==> config.mk <==
export PLATFORM = sky130hd
export DESIGN_NAME = memory_receive
export DESIGN_NICKNAME = d
export VERILOG_FILES = /design/src/rtl/memory_receive.sv
export SDC_FILE = /design/constraint.sdc
export NUM_CORES = 1
export LEC_CHECK = 0
export ABC_AREA = 1
export ABC_CLOCK_PERIOD_IN_PS = 3000
export BUFFER_PORTS_ARGS = -buffer_cell sky130_fd_sc_hd__clkbuf_2
export CAP_MARGIN = 20
export CELL_PAD_IN_SITES_DETAIL_PLACEMENT = 0
export CELL_PAD_IN_SITES_GLOBAL_PLACEMENT = 1
export CORE_UTILIZATION = 42
export DETAILED_ROUTE_END_ITERATION = 6
export PLACE_DENSITY = 0.84
export SLEW_MARGIN = 20
export SYNTH_ARGS = -nofsm -noshare
export SYNTH_HDL_FRONTEND = slang
export SYNTH_SLANG_ARGS = --single-unit
export TNS_END_PERCENT = 100
==> constraint.sdc <==
create_clock -name clock -period 3 [get_ports clock]
set_clock_uncertainty 0.15 [all_clocks]
set_input_delay 0.6 -clock clock [delete_from_list [all_inputs] [get_ports clock]]
set_output_delay 0.6 -clock clock [all_outputs]
set_load 0.02 [all_outputs]
==> src/rtl/memory_receive.sv <==
// Load-completion stage: keeps an in-order queue of issued loads and pairs each
// returning memory word with the oldest entry, then aligns/extends it into a registered writeback.
module memory_receive #(
  parameter int DATA_WIDTH     = 32,
  parameter int NUM_BYTES      = DATA_WIDTH / 8,
  parameter int LOG2_NUM_BYTES = $clog2(NUM_BYTES),
  parameter int REG_BITS       = 5,
  parameter int QUEUE_DEPTH    = 4,
  localparam int PW = $clog2(QUEUE_DEPTH),
  localparam int CW = PW + 1
) (
  input  logic                      clock,
  input  logic                      reset,
  input  logic                      issue_valid,
  output logic                      issue_ready,
  input  logic [LOG2_NUM_BYTES-1:0] issue_offset,
  input  logic [LOG2_NUM_BYTES-1:0] issue_log2_bytes,
  input  logic                      issue_unsigned,
  input  logic [REG_BITS-1:0]       issue_rd,
  input  logic                      mem_valid,
  output logic                      mem_ready,
  input  logic [DATA_WIDTH-1:0]     mem_data,
  input  logic                      flush,
  output logic                      wb_valid,
  input  logic                      wb_ready,
  output logic [REG_BITS-1:0]       wb_rd,
  output logic [DATA_WIDTH-1:0]     wb_data,
  output logic [CW-1:0]             pending_count,
  output logic                      spurious_error
);

  // Handshakes: a transfer happens on a rising edge where valid && ready are both high;
  // valid-side data must stay stable while valid && !ready.

  typedef struct packed {
    logic [LOG2_NUM_BYTES-1:0] offset;
    logic [LOG2_NUM_BYTES-1:0] size;
    logic                      uns;
    logic [REG_BITS-1:0]       rd;
  } entry_t;

  entry_t                queue_q [QUEUE_DEPTH];
  entry_t                queue_d [QUEUE_DEPTH];
  logic [PW-1:0]         wr_ptr_q, wr_ptr_d;
  logic [PW-1:0]         rd_ptr_q, rd_ptr_d;
  logic [CW-1:0]         count_q, count_d;
  logic [CW-1:0]         drop_q, drop_d;
  logic                  wb_valid_q, wb_valid_d;
  logic [REG_BITS-1:0]   wb_rd_q, wb_rd_d;
  logic [DATA_WIDTH-1:0] wb_data_q, wb_data_d;
  logic                  spur_q, spur_d;

  logic [CW:0]           outstanding;
  logic                  push, accept, drop_acc, normal_pop, spurious;
  entry_t                head;
  logic [DATA_WIDTH-1:0] shifted, aligned;
  logic                  sign_bit;

  assign outstanding = {1'b0, count_q} + {1'b0, drop_q};
  assign issue_ready = (outstanding < (CW+1)'(QUEUE_DEPTH)) && !flush;
  assign mem_ready   = (drop_q != '0) || !wb_valid_q || wb_ready;

  assign push       = issue_valid && issue_ready;
  assign accept     = mem_valid && mem_ready;
  assign drop_acc   = accept && (drop_q != '0);
  assign normal_pop = accept && (drop_q == '0) && (count_q != '0);
  assign spurious   = accept && (drop_q == '0) && (count_q == '0);

  assign head    = queue_q[rd_ptr_q];
  assign shifted = mem_data >> {head.offset, 3'b000};

  // Sub-word sizes keep the low 8<<k bits and fill the rest from their top bit (or zero).
  always_comb begin
    aligned  = shifted;
    sign_bit = 1'b0;
    for (int k = 0; k < LOG2_NUM_BYTES; k++) begin
      if (head.size == LOG2_NUM_BYTES'(k)) begin
        sign_bit = head.uns ? 1'b0 : shifted[(8 << k) - 1];
        for (int i = 0; i < DATA_WIDTH; i++) begin
          if (i >= (8 << k)) aligned[i] = sign_bit;
        end
      end
    end
  end

  always_comb begin
    queue_d    = queue_q;
    wr_ptr_d   = wr_ptr_q;
    rd_ptr_d   = rd_ptr_q;
    count_d    = count_q + CW'(push) - CW'(normal_pop);
    drop_d     = drop_q - CW'(drop_acc);
    wb_valid_d = wb_valid_q;
    wb_rd_d    = wb_rd_q;
    wb_data_d  = wb_data_q;
    spur_d     = spur_q | spurious;

    if (push) begin
      queue_d[wr_ptr_q] = '{offset: issue_offset, size: issue_log2_bytes,
                            uns: issue_unsigned, rd: issue_rd};
      wr_ptr_d = wr_ptr_q + PW'(1);
    end
    if (normal_pop) rd_ptr_d = rd_ptr_q + PW'(1);

    if (normal_pop && !flush) begin
      wb_valid_d = 1'b1;
      wb_rd_d    = head.rd;
      wb_data_d  = aligned;
    end else if (wb_valid_q && wb_ready) begin
      wb_valid_d = 1'b0;
    end

    // Every still-pending load becomes a response to swallow; one popped now is swallowed too.
    if (flush) begin
      drop_d     = drop_q - CW'(drop_acc) + count_q - CW'(normal_pop);
      count_d    = '0;
      wr_ptr_d   = '0;
      rd_ptr_d   = '0;
      wb_valid_d = 1'b0;
    end
  end

  always_ff @(posedge clock or negedge reset) begin
    if (!reset) begin
      for (int i = 0; i < QUEUE_DEPTH; i++) queue_q[i] <= '0;
      wr_ptr_q   <= '0;
      rd_ptr_q   <= '0;
      count_q    <= '0;
      drop_q     <= '0;
      wb_valid_q <= 1'b0;
      wb_rd_q    <= '0;
      wb_data_q  <= '0;
      spur_q     <= 1'b0;
    end else begin
      for (int i = 0; i < QUEUE_DEPTH; i++) queue_q[i] <= queue_d[i];
      wr_ptr_q   <= wr_ptr_d;
      rd_ptr_q   <= rd_ptr_d;
      count_q    <= count_d;
      drop_q     <= drop_d;
      wb_valid_q <= wb_valid_d;
      wb_rd_q    <= wb_rd_d;
      wb_data_q  <= wb_data_d;
      spur_q     <= spur_d;
    end
  end

  assign wb_valid       = wb_valid_q;
  assign wb_rd          = wb_rd_q;
  assign wb_data        = wb_data_q;
  assign pending_count  = count_q;
  assign spurious_error = spur_q;

endmodule

==> impl_metrics.py <==
metrics = {
    "floorplanning": {
        "start_util_pct": 43.8,
        "die_w_um": 112,
        "die_y_um": 112,
        "core_region_area_sq_um": 11600,
        "rows": 39,
        "dieArea_sq_um": 12500,
        "io_pins": 92,
    },
    "clock_tree": {
        "clock-root-buffer": "clkbuf_16",
        "htreeDepth": 3,
        "cts_buffers": 9,
        "clock_path_buffers": 2,
        "cts.sinks": 89,
        "clk_pin_slew_worst_paths_ps": 60,
        "worst_skew_pair.late_latency_ps": 350,
        "cts_resized": 0,
        "cts_tree": "yes",
    },
    "sta": {
        "fin_ws_ps": 142,
        "hold-worst-slack_ps": 90.1,
        "relSlewSlack_pct": 63.3,
        "max_freq_mhz": 350,
        "min_period_over_period_pct": 95.3,
        "min_period_ps": 2860,
        "fin_setup_tns_ps": 0,
        "hold_violations": 0,
        "worst_pin_slew_ps": 551,
        "setup_viol": 0,
        "slew_viol_final": 0,
    },
    "critical_path": {
        "cpMaxStageDelayCell": "fa_1",
        "cp-start-kind": "register",
        "crit_path_frequent_cell": "ha_1",
        "cp.required_ps": 3120,
        "cp-end-kind": "register",
        "cp.arrival_ps": 2980,
        "cp_max_fo": 3,
        "crit_type": "reg -> reg",
        "path_cells": "nor2_1, nand2_1, inv_2, nor2_1, ha_1, ha_1, ha_1, inv_1, fa_1, xnor2_1, inv_1, or2_2, nand3_1, xor2_1",
        "max_stage_delay_ps": 430,
    },
    "power": {
        "powerDensity_nw_per_um2": 982,
        "vdd_drop_max_mv": 0.417,
        "leakagePower_nw": 3.11,
    },
    "logic_synthesis": {
        "synth-edff-count": 0,
        "synth_area_per_cell_sq_um": 8.69,
        "syn-num-nets": 646,
        "synth-seq-cells": 89,
        "yosys_warnings": 0,
        "yosysSeqAreaShare_pct": 43.8,
        "async_reset_ff_share_pct": 100,
        "synthCells": 585,
        "synth_area_sq_um": 5080,
        "synth_cell_types": 41,
        "ys.flop_type": "dfrtp_1",
    },
    "run_status": {
        "status": "finished, violations left",
        "failed_checks": "DRC",
    },
    "global_route": {
        "grtUsageTotal_pct": 20.4,
        "antenna_found_initial": 0,
        "gr-total-overflow": 0,
        "grtUsageMet2_pct": 34.3,
        "met3_usage_pct": 3.65,
        "met1_usage_pct": 26.6,
        "grt_pass1_wl_mm": 20.1,
        "grt-busiest-layer": "met2",
        "grt_pass1_vias": 4079,
        "grt_max_degree": 41,
    },
    "finish": {
        "fin_area_sq_um": 5880,
        "mostFrequentLayoutCells": "178 x nand2_1, 90 x clkbuf_2, 89 x dfrtp_1",
        "final_cells": 819,
        "layout_commonest_cell": "nand2_1",
        "n_antenna_cell": 0,
        "nets": 733,
        "area_growth_pct": 15.7,
        "drive_gt1_share_pct": 29.9,
    },
    "routing": {
        "first_pass_iters": 7,
        "drcViolationCount": 8,
        "dr.first_iter.drc_count": 270,
        "finalWirelength_mm": 11.9,
        "antenna_left": 0,
        "wl_per_cell_um": 14.6,
        "vias": 4133,
        "vias_per_cell": 5.05,
    },
    "run": {
        "drv_cap": 0,
    },
    "placed_design": {
        "post-place-ws_ps": 44.7,
        "gp_congestion": 0.856,
        "dpl.cell_count": 802,
        "dpl_cell_area_sq_um": 5590,
        "hpwl_mm": 8.67,
        "port_buffers": 91,
    },
    "hold_path": {
        "worst_hold_path_type": "in -> async",
    },
}
==> cell type report <==
| cell class | count | area, sq um |
|---|---|---|
| clock buffer | 11 | 243 |
| clock inverter | 4 | 28.8 |
| fill | 1130 | 5740 |
| inverter | 62 | 250 |
| multi-input combinational | 407 | 2390 |
| sequential | 89 | 2230 |
| tap | 143 | 179 |
| timing repair buffer | 103 | 561 |
==> critical path: cells and delay by family (launching register included) <==
kind	cells	cell delay [ps]
flip-flops	1	400
buffers and inverters	3	180
adder cells (fa/ha/maj)	4	1190
XOR/XNOR	2	290
AND/OR/NAND/NOR	5	580
==> registers in the layout (all words and copies together), names as in the netlist <==
register and cells:
drop_q 3, pending_count 3, queue_q 40, rd_ptr_q 2, spurious_error 1, wb_data 32, wb_rd 5, wb_valid 1
wr_ptr_q 2
==> through the flow <==
stage / util (%) / total power, W
2_1_floorplan: - / 0.00412
3_3_place_gp: 48.1 / 0.00467
3_5_place_dp: 48.1 / 0.00476
4_1_cts: 50.5 / 0.00582
5_1_grt: 50.6 / 0.00628
6_report: 50.6 / 0.00577
==> metal layers <==
metal | vias up | part of all wire (%) | wire (um)
met1 | 1981 | 45 | 5420
met2 | 92 | 49 | 5850
li1 | 2048 | - | -
met4 | 0 | 1.4 | 172
met3 | 12 | 4.1 | 493
met5 | - | 0 | 0
==> synth_stat cells (11+ instances only) <==
| cell type | number | area (sq um) |
|---|---|---|
| a21oi_1 | 17 | 85.1 |
| a21oi_2 | 12 | 105 |
| dfrtp_1 | 89 | 2230 |
| ha_1 | 11 | 138 |
| inv_1 | 51 | 191 |
| mux2_2 | 25 | 282 |
| nand2_1 | 178 | 668 |
| nand3_1 | 39 | 195 |
| nor2_1 | 12 | 45.0 |
| o211ai_1 | 15 | 113 |
| o21ai_0 | 27 | 135 |
| or2_2 | 12 | 75.1 |
==> timing repair <==
| item | CTS | global route |
|---|---|---|
| endpoints found under the setup margin | 0 | 1 |
| hold buffers | 0 | 0 |
| buffers inserted | 0 | 2 |
==> cells by family (layout without fill, tap and decap cells) <==
kind of cell	count (synthesis)	in the layout	synth area share [%]
fa+ha+maj	13	13	3.50
simple gates	275	275	25.4
flops	89	89	43.8
buf+inv	89	180	9.16
mux	31	31	6.87
compound gates	83	83	10.4
xor+xnor	5	5	0.862
==> where the power goes <==
| part | switching (W) | internal, W |
|---|---|---|
| combinational | 0.00178 | 0.00106 |
| clock | 0.000461 | 0.000580 |
| sequential | 0.000244 | 0.00164 |
| total | 0.00248 | 0.00329 |
==> path summary, 6_finish.rpt <==
check / from / end / slack [ps] / depth (start not counted)
worst max-delay path: drop_q[2] / drop_q[2] / 140 / 14
worst max register to register: drop_q[2] / drop_q[2] / 140 / 14
worst min register to register: wb_data[9] / wb_data[9] / 330 / 2
max in group asynchronous: reset / wb_data[24] / 1930 / 2
min in group clock: wb_data[9] / wb_data[9] / 330 / 2
worst min-delay path: reset / wb_data[3] / 90 / 1
Power figures use the tool's default switching activity.
